`src/rtl/rmux_ord.sv`:
```
// Read-path router: steers address bursts to RAM (0) or SDRAM (1) and returns data strictly in issue order.
// Define RMUX_RGB_REPLICATE_EN to fill expanded RGB565 low bits by MSB replication instead of zeros.
module rmux_ord #(
    parameter int DW  = 8,
    parameter int DN  = 8,
    parameter int DW0 = 16,
    parameter int AW  = 13,
    parameter int CW  = $clog2(DN),
    parameter int IFW = CW + 2,
    parameter int TD  = 4
) (
    input  logic                  clk,
    input  logic                  rst_n,
    input  logic [IFW-1:0]        info,
    input  logic [AW-1:0]         m_addr,
    input  logic                  m_addr_first,
    input  logic                  m_addr_last,
    input  logic                  m_addr_valid,
    output logic                  m_addr_ready,
    output logic                  s_ram_sel,
    output logic [AW-1:0]         s_addr0,
    output logic                  s_addr_first0,
    output logic                  s_addr_last0,
    output logic                  s_addr_valid0,
    input  logic                  s_addr_ready0,
    output logic [AW-1:0]         s_addr1,
    output logic                  s_addr_first1,
    output logic                  s_addr_last1,
    output logic                  s_addr_valid1,
    input  logic                  s_addr_ready1,
    input  logic [DN*DW-1:0]      m_data0,
    input  logic                  m_data_first0,
    input  logic                  m_data_last0,
    input  logic                  m_data_valid0,
    output logic                  m_data_ready0,
    input  logic [DW0-1:0]        m_data1,
    input  logic                  m_data_first1,
    input  logic                  m_data_last1,
    input  logic                  m_data_valid1,
    output logic                  m_data_ready1,
    output logic [DN*DW-1:0]      s_data,
    output logic                  s_data_first,
    output logic                  s_data_last,
    output logic                  s_data_valid,
    input  logic                  s_data_ready,
    output logic [$clog2(TD):0]   outstanding
);

    localparam int PW = $clog2(TD);
    localparam logic [PW:0] FULL_CNT = (PW+1)'(TD);

    logic          lat_mem, lat_ram;
    logic          eff_mem, eff_ram, dest_can, addr_fire, push, pop, tag_full, tag_empty;
    logic [CW:0]   tag_mem [TD];
    logic [PW-1:0] wr_ptr, rd_ptr;
    logic [PW:0]   count;
    logic          head_mem;
    logic [CW-1:0] head_ch;
    logic          in_ready, sel_valid, in_fire, in_first, in_last;
    logic [DN*DW-1:0] pix, raw, in_data;
    logic [DN*DW-1:0] skid_data;
    logic          skid_first, skid_last, skid_valid;

    // Mid-burst beats follow the selection captured on the first beat.
    assign eff_mem   = m_addr_first ? info[CW]   : lat_mem;
    assign eff_ram   = m_addr_first ? info[CW+1] : lat_ram;
    assign tag_full  = (count == FULL_CNT);
    assign tag_empty = (count == '0);
    assign dest_can  = eff_mem ? (~s_addr_valid1 | s_addr_ready1) : (~s_addr_valid0 | s_addr_ready0);
    assign m_addr_ready = rst_n & dest_can & ~(m_addr_first & tag_full);
    assign addr_fire = m_addr_valid & m_addr_ready;
    assign push      = addr_fire & m_addr_first;
    assign outstanding = count;

    always_ff @(posedge clk or negedge rst_n) begin
        if (!rst_n) begin
            lat_mem <= 1'b0;
            lat_ram <= 1'b0;
        end else if (push) begin
            lat_mem <= info[CW];
            lat_ram <= info[CW+1];
        end
    end

    always_ff @(posedge clk or negedge rst_n) begin
        if (!rst_n) begin
            s_addr0 <= '0; s_addr_first0 <= 1'b0; s_addr_last0 <= 1'b0; s_addr_valid0 <= 1'b0;
            s_addr1 <= '0; s_addr_first1 <= 1'b0; s_addr_last1 <= 1'b0; s_addr_valid1 <= 1'b0;
            s_ram_sel <= 1'b0;
        end else begin
            if (addr_fire && !eff_mem) begin
                s_addr0 <= m_addr; s_addr_first0 <= m_addr_first; s_addr_last0 <= m_addr_last;
                s_addr_valid0 <= 1'b1;
                s_ram_sel <= eff_ram;
            end else if (s_addr_ready0) begin
                s_addr_valid0 <= 1'b0;
            end
            if (addr_fire && eff_mem) begin
                s_addr1 <= m_addr; s_addr_first1 <= m_addr_first; s_addr_last1 <= m_addr_last;
                s_addr_valid1 <= 1'b1;
            end else if (s_addr_ready1) begin
                s_addr_valid1 <= 1'b0;
            end
        end
    end

    // Tag storage needs no reset; the pointers define which entries are live.
    always_ff @(posedge clk) begin
        if (push) tag_mem[wr_ptr] <= {info[CW], info[CW-1:0]};
    end

    always_ff @(posedge clk or negedge rst_n) begin
        if (!rst_n) begin
            wr_ptr <= '0;
            rd_ptr <= '0;
            count  <= '0;
        end else begin
            if (push) wr_ptr <= wr_ptr + 1'b1;
            if (pop)  rd_ptr <= rd_ptr + 1'b1;
            if (push && !pop)      count <= count + 1'b1;
            else if (pop && !push) count <= count - 1'b1;
        end
    end

    assign head_mem  = tag_mem[rd_ptr][CW];
    assign head_ch   = tag_mem[rd_ptr][CW-1:0];
    assign in_ready  = ~skid_valid;
    assign m_data_ready0 = ~tag_empty & ~head_mem & in_ready;
    assign m_data_ready1 = ~tag_empty &  head_mem & in_ready;
    assign sel_valid = head_mem ? m_data_valid1 : m_data_valid0;
    assign in_first  = head_mem ? m_data_first1 : m_data_first0;
    assign in_last   = head_mem ? m_data_last1  : m_data_last0;
    assign in_fire   = sel_valid & ~tag_empty & in_ready;
    assign pop       = in_fire & in_last;

    function automatic logic [DW-1:0] expand(input logic [5:0] v, input int n);
        logic [DW-1:0] r;
        r = '0;
        for (int i = 0; i < DW; i++) begin
`ifdef RMUX_RGB_REPLICATE_EN
            r[DW-1-i] = v[n-1-(i%n)];
`else
            if (i < n) r[DW-1-i] = v[n-1-i];
`endif
        end
        return r;
    endfunction

    // RGB565 unpacks to lanes 2/1/0; the head tag's channel count then masks off unused lanes.
    always_comb begin
        pix = '0;
        pix[2*DW +: DW] = expand({1'b0, m_data1[15:11]}, 5);
        pix[DW   +: DW] = expand(m_data1[10:5], 6);
        pix[0    +: DW] = expand({1'b0, m_data1[4:0]}, 5);
        raw = head_mem ? pix : m_data0;
        in_data = '0;
        for (int l = 0; l < DN; l++) begin
            if (head_ch == '0 || CW'(l) < head_ch) in_data[l*DW +: DW] = raw[l*DW +: DW];
        end
    end

    // Two-entry skid: the output register refills from the skid entry first so order is kept.
    always_ff @(posedge clk or negedge rst_n) begin
        if (!rst_n) begin
            s_data <= '0; s_data_first <= 1'b0; s_data_last <= 1'b0; s_data_valid <= 1'b0;
            skid_data <= '0; skid_first <= 1'b0; skid_last <= 1'b0; skid_valid <= 1'b0;
        end else if (!s_data_valid || s_data_ready) begin
            if (skid_valid) begin
                s_data <= skid_data; s_data_first <= skid_first; s_data_last <= skid_last;
                s_data_valid <= 1'b1;
                skid_valid <= 1'b0;
            end else if (in_fire) begin
                s_data <= in_data; s_data_first <= in_first; s_data_last <= in_last;
                s_data_valid <= 1'b1;
            end else begin
                s_data_valid <= 1'b0;
            end
        end else if (in_fire) begin
            skid_data <= in_data; skid_first <= in_first; skid_last <= in_last;
            skid_valid <= 1'b1;
        end
    end

endmodule
```
`config.mk`:
```
export PLATFORM = sky130hd
export DESIGN_NAME = rmux_ord
export DESIGN_NICKNAME = d
export VERILOG_FILES = /design/src/rtl/rmux_ord.sv
export SDC_FILE = /design/constraint.sdc
export NUM_CORES = 1
export LEC_CHECK = 0
export ABC_AREA = 1
export CORE_AREA = 8 8 144 146
export CTS_BUF_LIST = sky130_fd_sc_hd__clkbuf_4 sky130_fd_sc_hd__clkbuf_8
export DETAILED_ROUTE_END_ITERATION = 8
export DIE_AREA = 0 0 152 154
export PLACE_DENSITY = 0.82
export SYNTH_ARGS = -nofsm -noshare
export SYNTH_HDL_FRONTEND = slang
export SYNTH_SLANG_ARGS = --single-unit
```
`constraint.sdc`:
```
create_clock -name clk -period 4.15 [get_ports clk]
set_input_delay 1.245 -clock clk [delete_from_list [all_inputs] [get_ports clk]]
set_output_delay 1.245 -clock clk [all_outputs]
set_load 0.01 [all_outputs]
```
==> impl_metrics.ini <==
[power]
p_leak_nw = 5.89
powerDensity_nw_per_um2 = 710
p_total_mw = 8.30
ir_worst_vdd_v = 0.000376

[critical_path]
cpMaxStageDelayCell = clkdlybuf4s50_1
crit_path_frequent_cell = nand2_1
worstReg2RegEnd = outstanding[2]$_DFFE_PN0P_
worstPathCellList = clkdlybuf4s50_1 > inv_2 > nand2_1 > nand2_1 > nor3_1 > nor2_2 > dlymetal6s2s_1
slowest_delay_ns = 0.54
cp_max_fo = 4
setup.worst_path.end = m_addr_ready
startpoint = m_addr_first
criticalPathCategory = input pin to primary output
startpoint_type = input pin
cp_top_family = buffers and inverters
required_ns = 2.90
cp_num_cells = 7
rrSetupSlack_ns = 0.97
r2r_start = rd_ptr[0]$_DFFE_PN0P_
r2r_cells = 15
arrival_ns = 2.50
cp-end-kind = primary output
cp.buffers_inverters = 3

[clocking]
clk_latency_ns = 0.47
clock-sinks = 192
post_cts_buffers = 0
cts_tree = built
root_buffer = clkbuf_8
h-tree-depth = 4
cts_buffer_depth = 2
clk_pin_slew_ns = 0.10
tritoncts.num_buffers = 17

[routing]
wl_met2_um = 10600
highest_layer = met4
initialDrtViolationCount = 431
wl_per_cell_um = 15.1
viasPerCell = 4.96
drtPass1Iterations = 5
via_count = 7864
totalWireLength_um = 23900
drtAntennaViolNets = 0
wl_met1_um = 10500
dr_wl_met3_um = 2290
drc_errors = 0

[timing]
setup_viol = 0
relSlewSlack_pct = 46.5
rsz0062_at_grt = no
worst_pin_slew_ns = 0.802
slew_viol_final = 0
fin_tns_setup_ns = 0
period_share_pct = 90.2
finalHoldViolCount = 0
finalWorstSetupSlack_ns = 0.407
max_freq_ghz = 0.267
finalClockSkew_ns = 0.0125
fin_crit_ns = 3.74

[worst_hold_path]
min_path_type = flip-flop to flip-flop
hold-path-cell-count = 2

[cells_and_area]
nNetsFinal = 1457
areaGrowthSynthToFinish_pct = 28.7
drive_above_1_share_pct = 5.84
final_cells = 1586
n_fill_cell = 1578
n_antenna_cell = 0

[floorplanning]
start_util_pct = 49.2
pin_count = 218
die_y_um = 154
core_sq_um = 18500
die_area_sq_um = 23400
rows = 50
die_w_um = 152

[yosys]
synthCells = 1152
ys_warn_count = 0
syn_nets = 1270
synth_edf_count = 16
synth_area_per_cell_sq_um = 7.89
ys_ff_latch = 192
synth_cell_type_count = 30
synthesis.area_sq_um = 9090
ys_seq_area_share_pct = 53.7
async_reset_ff_share_pct = 91.7
synth-main-ff-cell = dfrtp_1

[global_routing]
grt_max_degree = 131
grtUsageTotal_pct = 20.6
grt_pass1_wl_um = 39300
antenna_found_initial = 0
grt-ovfl-total = 0
grt_pass1_vias = 7767

[place]
port_buffers = 217
gp_congestion = 0.832
place_ws_ns = 0.0549
dpl.hpwl_um = 16600
dp.cells = 1554

[run]
maxCapViolations = 0

[status]
status = finished clean
## Yosys cell counts, types with 5 or more instances
master	instances	share of area [%]
buf_2	18	0.99
buf_4	9	0.74
buf_6	11	1.4
clkbuf_1	24	0.99
dfrtp_1	176	48
edfxtp_1	16	5.3
ha_1	5	0.69
inv_1	69	2.8
inv_2	5	0.21
nand2_1	504	21
nand2_2	6	0.41
nand3_1	41	2.3
nand3b_1	8	0.66
nor2_1	103	4.3
o21ai_0	54	3.0
o21ai_1	72	4.0
o21ai_2	9	0.87
## logic make-up (layout without fill, tap and decap cells)
logic type	count (synthesis)	in the layout	synth area share (%)
and+or+nand+nor	675	675	29.7
DFF	192	192	53.7
buffers and inverters	137	337	7.19
AOI/OAI and AO/OA	136	136	7.86
adders and majority gates	6	6	0.909
xor gates and xnor gates	5	5	0.482
muxes	1	1	0.124
## layer usage
metal,up-vias,track usage (%)
li1,3948,-
met4,0,7.00
met1,3624,25.7
met2,256,32.3
met5,-,0
met3,36,7.79
## placed cells by master (no fill, tap or decap), types with 2 or more instances in the layout
cell	Yosys	layout
ha_1	5	5
nand2_1	504	504
xnor2_1	2	2
nand3_2	3	3
clkinv_4	0	5
o21ai_1	72	72
nor2_1	103	103
nand2_2	6	5
nand3b_1	8	8
nand2_4	3	4
clkdlybuf4s50_1	0	215
o21ai_2	9	9
dfrtp_1	176	175
xor2_1	3	3
inv_2	5	6
buf_4	9	11
clkinvlp_4	0	3
o21ai_0	54	54
edfxtp_1	16	16
buf_12	0	3
inv_6	0	2
nand4_1	3	3
clkbuf_8	0	17
clkinv_2	0	2
inv_8	0	2
nand3_1	41	41
inv_1	69	68
## area by class of cell
| cell class | instances | area, sq um | area share (%) |
|---|---|---|---|
| clock inverters | 15 | 133 | 1.13 |
| inverters | 74 | 278 | 2.37 |
| clock buffers | 17 | 234 | 2.00 |
| flip-flops and latches | 192 | 4890 | 41.8 |
| well taps | 234 | 293 | 2.50 |
| multi-input cells | 823 | 3560 | 30.4 |
| repair buffers | 231 | 2320 | 19.8 |
## sequential cells by signal, summed over array words and instances, names as in the netlist, 2 cells and up
| register | count |
|---|---|
| wr_ptr | 2 |
| s_addr1 | 13 |
| outstanding | 3 |
| s_data | 64 |
| skid_data | 64 |
| rd_ptr | 2 |
| tag_mem | 16 |
| s_addr0 | 13 |
## power breakdown
group / internal (mW) / total [mW] / switching [mW]
clock network: 0.432 / 1.15 / 0.719
registers: 2.58 / 2.98 / 0.401
logic: 1.65 / 4.17 / 2.53
## stage by stage
stage                     hold WS (ns)  instance area (sq um)  util, %
final                            0.485                  11700     63.4
after CTS                        0.491                  11700     63.4
after global placement           0.461                  11300     61.4
after detailed placement         0.464                  11300     61.4
after global routing             0.499                  11700     63.4
after floorplan                  0.449                   9090        -
## worst min-delay path by stage
stage | from | end | slack, ns
floorplan | lat_mem$_DFFE_PN0P_ | lat_mem$_DFFE_PN0P_ | 0.45
global placement | s_data[55]$_DFFE_PN0P_ | s_data[55]$_DFFE_PN0P_ | 0.46
detailed placement | s_data[8]$_DFFE_PN0P_ | s_data[8]$_DFFE_PN0P_ | 0.46
CTS | s_data[25]$_DFFE_PN0P_ | s_data[25]$_DFFE_PN0P_ | 0.49
global route | s_data[9]$_DFFE_PN0P_ | s_data[9]$_DFFE_PN0P_ | 0.50
finish | s_data[34]$_DFFE_PN0P_ | s_data[34]$_DFFE_PN0P_ | 0.48
## worst min-delay path, cell delays in order, from the launching register on
cell,delay [ns]
dfrtp_1,0.35
nand2_1,0.05
nand2_1,0.05
## repair_timing
item                       CTS  global route
setup endpoints to repair    0             1
hold buffers                 0             0
resized for setup            0             1
Power figures use the tool's default switching activity.
